<file path="src/rtl/trace_capture_buffer.sv">
// trace_capture_buffer: FIFO of retired {pc, inst} records streamed out as two 32-bit words per record
module trace_capture_buffer #(
  parameter int DEPTH  = 16,
  parameter int ADDR_W = 4,
  parameter int CNT_W  = 16
) (
  input  logic              clk_in,
  input  logic              reset,
  input  logic              clear,
  input  logic              cap_en,
  input  logic              commit_valid,
  input  logic [31:0]       commit_pc,
  input  logic [31:0]       commit_inst,
  output logic [31:0]       out_word,
  output logic              out_valid,
  input  logic              out_ready,
  output logic              out_last,
  output logic [ADDR_W:0]   level,
  output logic              overflow,
  output logic [CNT_W-1:0]  drop_count
);
  typedef enum logic {PC, INST} phase_t;
  localparam logic [ADDR_W:0] FULL_LVL = (ADDR_W+1)'(DEPTH);
  phase_t            phase;
  logic [31:0]       pc_mem   [DEPTH];
  logic [31:0]       inst_mem [DEPTH];
  logic [ADDR_W-1:0] head, tail;
  logic              push_req, push, pop, full, hs;
  assign full      = level == FULL_LVL;
  assign out_valid = level != '0;
  assign hs        = out_valid && out_ready;
  assign pop       = hs && phase == INST;
  assign push_req  = cap_en && commit_valid;
  // a full buffer still takes a record when the head record leaves in the same cycle
  assign push      = push_req && (!full || pop);
  assign out_last  = out_valid && phase == INST;
  assign out_word  = !out_valid ? '0 : phase == INST ? inst_mem[head] : pc_mem[head];
  always_ff @(posedge clk_in) begin
    if (push && !clear) begin
      pc_mem[tail]   <= commit_pc;
      inst_mem[tail] <= commit_inst;
    end
  end
  always_ff @(posedge clk_in or posedge reset) begin
    if (reset) begin
      head       <= '0;
      tail       <= '0;
      level      <= '0;
      phase      <= PC;
      overflow   <= 1'b0;
      drop_count <= '0;
    end else if (clear) begin
      head       <= '0;
      tail       <= '0;
      level      <= '0;
      phase      <= PC;
      overflow   <= 1'b0;
      drop_count <= '0;
    end else begin
      if (hs) phase <= phase == PC ? INST : PC;
      if (push) tail <= tail + ADDR_W'(1);
      if (pop) head <= head + ADDR_W'(1);
      level <= level + (ADDR_W+1)'(push) - (ADDR_W+1)'(pop);
      if (push_req && !push) begin
        overflow <= 1'b1;
        if (drop_count != '1) drop_count <= drop_count + CNT_W'(1);
      end
    end
  end
endmodule
</file>
<file path="config.mk">
export PLATFORM = sky130hd
export DESIGN_NAME = trace_capture_buffer
export DESIGN_NICKNAME = d
export VERILOG_FILES = /design/src/rtl/trace_capture_buffer.sv
export SDC_FILE = /design/constraint.sdc
export NUM_CORES = 1
export LEC_CHECK = 0
export CAP_MARGIN = 20
export CORE_AREA = 2 2 324 326
export CTS_BUF_LIST = sky130_fd_sc_hd__clkbuf_4 sky130_fd_sc_hd__clkbuf_8
export DETAILED_ROUTE_END_ITERATION = 6
export DIE_AREA = 0 0 326 328
export DONT_BUFFER_PORTS = 1
export GPL_TIMING_DRIVEN = 0
export PLACE_DENSITY = 0.63
export SKIP_LAST_GASP = 1
export SYNTH_ARGS = -nofsm -noshare
export SYNTH_HDL_FRONTEND = slang
export SYNTH_SLANG_ARGS = --single-unit
</file>
<file path="constraint.sdc">
create_clock -name clk_in -period 7.9 [get_ports clk_in]
set_input_delay 1.58 -clock clk_in [delete_from_list [all_inputs] [get_ports clk_in]]
set_output_delay 1.58 -clock clk_in [all_outputs]
set_load 0.01 [all_outputs]
</file>
==> results of run 1 <==
==> power by group <==
group | leakage [nW] | internal [W] | total, W | switching, W
Sequential | 9.64 | 0.00619 | 0.00622 | 0.0000340
Clock | 1.54 | 0.00216 | 0.00416 | 0.00200
Combinational | 3.09 | 0.000294 | 0.00109 | 0.000797
==> final timing paths <==
kind	cells past startpoint	slack, ps	end	start
min in group asynchronous	1	720	tail[1]	reset
max in group asynchronous	2	6670	drop_count[13]	reset
min	2	580	overflow	overflow
max	7	2280	out_word[18]	level[3]
max reg2reg	9	4100	inst_mem[3][9]	level[3]
min reg2reg	2	580	overflow	overflow
==> cell usage after synthesis (8+ instances only) <==
cell,number
buf_6,18
nor2b_1,12
nor2_1,36
ha_1,11
edfxtp_1,1024
buf_2,33
nor3_1,8
mux4_2,124
mux2i_1,259
clkbuf_1,48
a21oi_1,12
a22oi_1,159
nand3_1,74
nand4_1,38
nand2_1,47
dfrtp_1,31
inv_1,8
mux2_2,36
buf_4,18
==> layout make-up <==
type	instances	area (µm²)	area share
flip-flops and latches	1055	31500	0.672
multi-input cells	889	9010	0.192
clock buffers	219	2650	0.0565
well taps	1380	1730	0.0368
repair buffers	64	1000	0.0214
plain buffers	119	701	0.0149
clock inverters	51	267	0.00568
inverters	9	33.8	0.000720
diodes	1	2.50	0.0000533
==> metrics by stage <==
step	cells	setup TNS, ps	total power [W]	hold slack, ps
final	3787	0	0.0115	579
after global routing	3787	0	0.0118	621
after CTS	3784	0	0.0116	582
after detailed placement	3514	0	0.00742	567
after global placement	3452	-1743200	0.00741	562
after floorplan	2072	0	0.00695	533
==> flip-flops by register name (all words and copies together) (netlist names) <==
register,flops
head,4
tail,4
level,5
inst_mem,512
overflow,1
pc_mem,512
drop_count,16
phase,1
==> worst register-to-register path: cells and delay by family, from the launching register on <==
kind	cells	cell delay (ps)
AND/OR/NAND/NOR	3	1440
buffers and inverters	4	900
flip-flops	1	450
adder cells (fa/ha/maj)	1	210
AO/OA/AOI/OAI	1	480
==> kinds of logic (layout without fill, tap and decap cells) <==
logic type,after synthesis,in the layout
mux,425,425
xor+xnor,10,10
flops,1055,1055
buf+inv,128,462
simple gates,252,252
other cells,0,1
fa+ha+maj,12,12
compound gates,190,190
==> per-layer routing <==
layer,GRT usage,wire (µm),vias to the layer above
met5,0,0,-
met4,0.0587,2300,0
met3,0.0496,8650,161
met2,0.317,50500,916
met1,0.239,39800,11072
li1,-,-,9001
==> reports/results.ini, run 1 <==
[finish]
fin_area_um2=46900
fillers=8551
final_cell_mix=edfxtp_1 (1024), mux2i_1 (259), clkbuf_8 (162)
area_growth_pct=14.0
fin_nets=2378
fin_util=0.455
mostFrequentLayoutCell=edfxtp_1
drive_gt1_frac=0.232

[sta]
final_max_slew_viol_count=0
fin_crit_ps=5620
clock_skew_ps=27.4
fin_crit_sh=0.712
setup_viol=0
relSlewSlack=0.219
worst_slack_ps=2280
rsz0062_at_grt=no
worstMarginPinSlew_ps=1170
hold_violations=0
fmax_mhz=178

[yosys]
synth-xor-area-share=0.00213
yosys_warnings=0
syn_nets=2154
synth-edff-count=1024
syn_avg_cell_area_um2=19.9
synth_area_leader_cell=edfxtp_1
synth-simple-area-share=0.0327
synthFlopType=edfxtp_1
synth_fa_ha_area_frac=0.00383
async_reset_ff_frac=0.0294
synth_mux_area_frac=0.144
synth_seq_area_share=0.766
synth-compound-area-share=0.0338
netlist_instances=2072
synth_top_family_by_area=multiplexers
synth.area.top_cells=edfxtp_1 (75%), mux4_2 (6.8%), mux2i_1 (6.3%)
synth_top_area_frac=0.747
synth_cell_types=50
ys_ff_latch=1055
syn_area_um2=41200

[critical_path]
worst_ep_arrival_time_ps=4040
critPathCaptureType=primary output
critPathTopFamily=simple AND/OR/NAND/NOR gates
start_kind=register
path_cells=inv_1 > ha_1 > nor4b_4 > nor3b_1 > clkbuf_1 > nand3_1 > nand4_1
crit_type=register to primary output
crit_buf_inv=2
cpMaxStageDelayCell=nor3b_1
slowest_delay_ps=950
cp.required_ps=6320
cp_max_fo=10

[routing]
drcViolationCount=0
avgViaCountPerCell=5.58
ant_nets=0
dr.pass1.iters=5
routedWlPerCell_um=26.8
drt_iter0_drc=2292
routed_wl_mm=101
vias=21150

[clock_network]
cts_tree=yes
post_cts_buffers=0
numCtsBuffers=158
clockBufferDepth=3
clock_latency_ps=820
htreeDepth=4
ctsHoldBuffers=0
root_buffer=clkbuf_8
cts.repair.resized=0
cts_sinks=1055
clkSlewWorstSetupHoldPaths_ps=60

[place]
dpl_worst_slack_ps=3010
dp_hpwl_mm=67.8
placed_cell_area_um2=44000
gp_congestion=0.815
io_buffers=0

[global_routing]
grtUsageTotal=0.188
gr-total-overflow=0
grt_pass1_wl_mm=147
grt_pass1_vias=21569
grt_start_max_net_pins=27
antenna_found_initial=2

[floorplan]
fp.dieW_um=326
io_pins=126
rows=118
dieArea_um2=107000
die_h_um=328
floorplan.initialDensity=0.399
core_area_um2=103000

[power]
leakagePower_nw=14.3
peakVddDrop_uv=137
power_density_nw_per_um2=245

[hold_path]
hold_class=register to register

[status]
run_status=finished, final reports clean

[flow_run]
drv_cap=0

Note: power is estimated with default switching activity, not from simulation.
==> inputs of run 2 (changes only) <==
==> constraint.sdc (replaced) <==
create_clock -name clk_in -period 5.7 [get_ports clk_in]
set_input_delay 1.14 -clock clk_in [delete_from_list [all_inputs] [get_ports clk_in]]
set_output_delay 1.14 -clock clk_in [all_outputs]
set_load 0.01 [all_outputs]
==> run 2 against run 1 <==
Compared with the run above: cell count increased by 0.32%; power increased by 41%; clock power increased by 45%; combinational power increased by 42%; register-to-register slack got worse by 2100 ps; sequential share of layout area decreased by 0.66 points; design area increased by 0.99%; critical path depth unchanged; worst setup slack got worse by 1800 ps.
==> reports/results.ini, run 2 (synthesis results as in run 1) <==
[status]
run_status=finished, final reports clean  ; unchanged

[critical_path]
slowest_delay_ps=810  ; was 950 ps
cpMaxStageDelayCell=nor3_1  ; was nor3b_1
start_kind=register  ; unchanged
regToRegSetupSlack_ps=2050  ; was 4100 ps
cp_max_fo=10  ; unchanged
cp.required_ps=4560  ; was 6320 ps
path_cells=inv_1 > ha_1 > nor4b_4 > nor3_1 > clkbuf_1 > a22oi_1 > nand4_1  ; was inv_1 > ha_1 > nor4b_4 > nor3b_1 > clkbuf_1 > nand3_1 > nand4_1
worst_ep_arrival_time_ps=4130  ; was 4040 ps
crit_type=register to primary output  ; unchanged
critPathCaptureType=primary output  ; unchanged

[routing]
avgViaCountPerCell=5.60  ; was 5.58
routed_wl_mm=104  ; was 101 mm
drcViolationCount=0  ; unchanged
ant_nets=0  ; unchanged
drt_iter0_drc=2278  ; was 2292
dr.pass1.iters=5  ; unchanged
routedWlPerCell_um=27.4  ; was 26.8 µm
vias=21256  ; was 21.2k

[finish]
area_growth_pct=15.1  ; was 14.0%
final_cell_mix=edfxtp_1 (1024), mux2i_1 (259), clkbuf_8 (164)  ; was edfxtp_1 (1024), mux2i_1 (259), clkbuf_8 (162)
regArea_um2=31500  ; unchanged
fin_area_um2=47400  ; was 46900 µm²
drive_gt1_frac=0.225  ; was 0.232
fin_nets=2373  ; was 2378
fin_util=0.459  ; was 0.455
mostFrequentLayoutCell=edfxtp_1  ; unchanged
top_regs=inst_mem x512, pc_mem x512, drop_count x16  ; unchanged
stdcell_count=3799  ; was 3787
multi_input_area_um2=9040  ; was 9010 µm²
fillers=8512  ; was 8551

[clock_network]
cts_tree=yes  ; unchanged
ctsHoldBuffers=0  ; unchanged
clock_latency_ps=850  ; was 820 ps
clkSlewWorstSetupHoldPaths_ps=70  ; was 60 ps
post_cts_buffers=0  ; unchanged
cts.repair.resized=0  ; unchanged
htreeDepth=4  ; unchanged
cts_sinks=1055  ; unchanged
root_buffer=clkbuf_8  ; unchanged
clockBufferDepth=3  ; unchanged
numCtsBuffers=160  ; was 158

[sta]
hold_violations=0  ; unchanged
clock_skew_ps=50.9  ; was 27.4 ps
relSlewSlack=0.324  ; was 0.219
tns_ps=0  ; unchanged
worst_slack_ps=427  ; was 2280 ps
worstMarginPinSlew_ps=1010  ; was 1170 ps
rsz0062_at_grt=no  ; unchanged
fmax_mhz=190
fin_crit_sh=0.925
fin_crit_ps=5270
setup_viol=0  ; unchanged
final_max_slew_viol_count=0  ; unchanged

[place]
dpl_worst_slack_ps=1340  ; was 3010 ps
dp_hpwl_mm=69.5  ; was 67.8 mm
placed_cells=3509  ; was 3514
gp_congestion=0.780  ; was 0.815
placed_cell_area_um2=44300  ; was 44000 µm²
io_buffers=0  ; unchanged

[floorplan]
core_area_um2=103000  ; unchanged
floorplan.initialDensity=0.399  ; unchanged
io_pins=126  ; unchanged
rows=118  ; unchanged
die_h_um=328  ; unchanged
dieArea_um2=107000  ; unchanged
fp.dieW_um=326  ; unchanged

[global_routing]
grt_pass1_wl_mm=149  ; was 147 mm
grtUsageTotal=0.193  ; was 0.188
gr-total-overflow=0  ; unchanged
antenna_found_initial=2  ; unchanged
grt_pass1_vias=21572  ; about the same
grt_start_max_net_pins=26  ; was 27

[flow_run]
drv_cap=0  ; unchanged

[hold_path]
hold_class=primary input to async pin  ; was register to register

[power]
power_density_nw_per_um2=342  ; was 245 nW/µm²
peakVddDrop_uv=224  ; was 137 µV
leakagePower_nw=14.4  ; was 14.3 nW

-- run 2: worst paths after layout --
path,startpoint,to,cells past startpoint
max in group asynchronous,reset,drop_count[12],2
setup / recovery,level[2],out_word[9],7
hold reg to reg,overflow,overflow,2
hold / removal,reset,drop_count[1],1
min in group clk_in,commit_pc[18],pc_mem[10][18],0
setup reg to reg,level[2],inst_mem[11][8],9
-- run 2: area by class of cell --
type / instances / area share
sequential: 1055 / 0.665
multi-input combinational: 889 / 0.191
clock buffer: 196 / 0.0526
tap: 1380 / 0.0364
timing repair buffer: 57 / 0.0268
buffer: 119 / 0.0148
clock inverter: 92 / 0.0126
inverter: 9 / 0.000713
antenna: 2 / 0.000106
-- run 2: through the flow --
step	power, W	hold WS, ps
after floorplan	0.00963	533
after global placement	0.0103	591
after detailed placement	0.0103	619
after CTS	0.0163	258
after global routing	0.0167	294
final	0.0162	304
-- run 2: worst max-delay path: cells and delay by family (launching register included) --
family          cells  cell delay, ps
compound gates      1             390
fa+ha+maj           1             220
buf+inv             2             870
flops               1             460
simple gates        3            1320
-- run 2: metal layers --
| layer | up-vias | routed length, µm | global-route usage |
|---|---|---|---|
| met4 | 0 | 2210 | 0.0567 |
| met2 | 959 | 50800 | 0.320 |
| met5 | - | 0 | 0 |
| met3 | 162 | 9960 | 0.0564 |
| met1 | 11135 | 41000 | 0.248 |
| li1 | 9000 | - | - |
-- run 2: report_power, final --
group / internal, W / switching [W]
clock: 0.00313 / 0.00290
combinational: 0.000417 / 0.00113
sequential: 0.00858 / 0.0000547
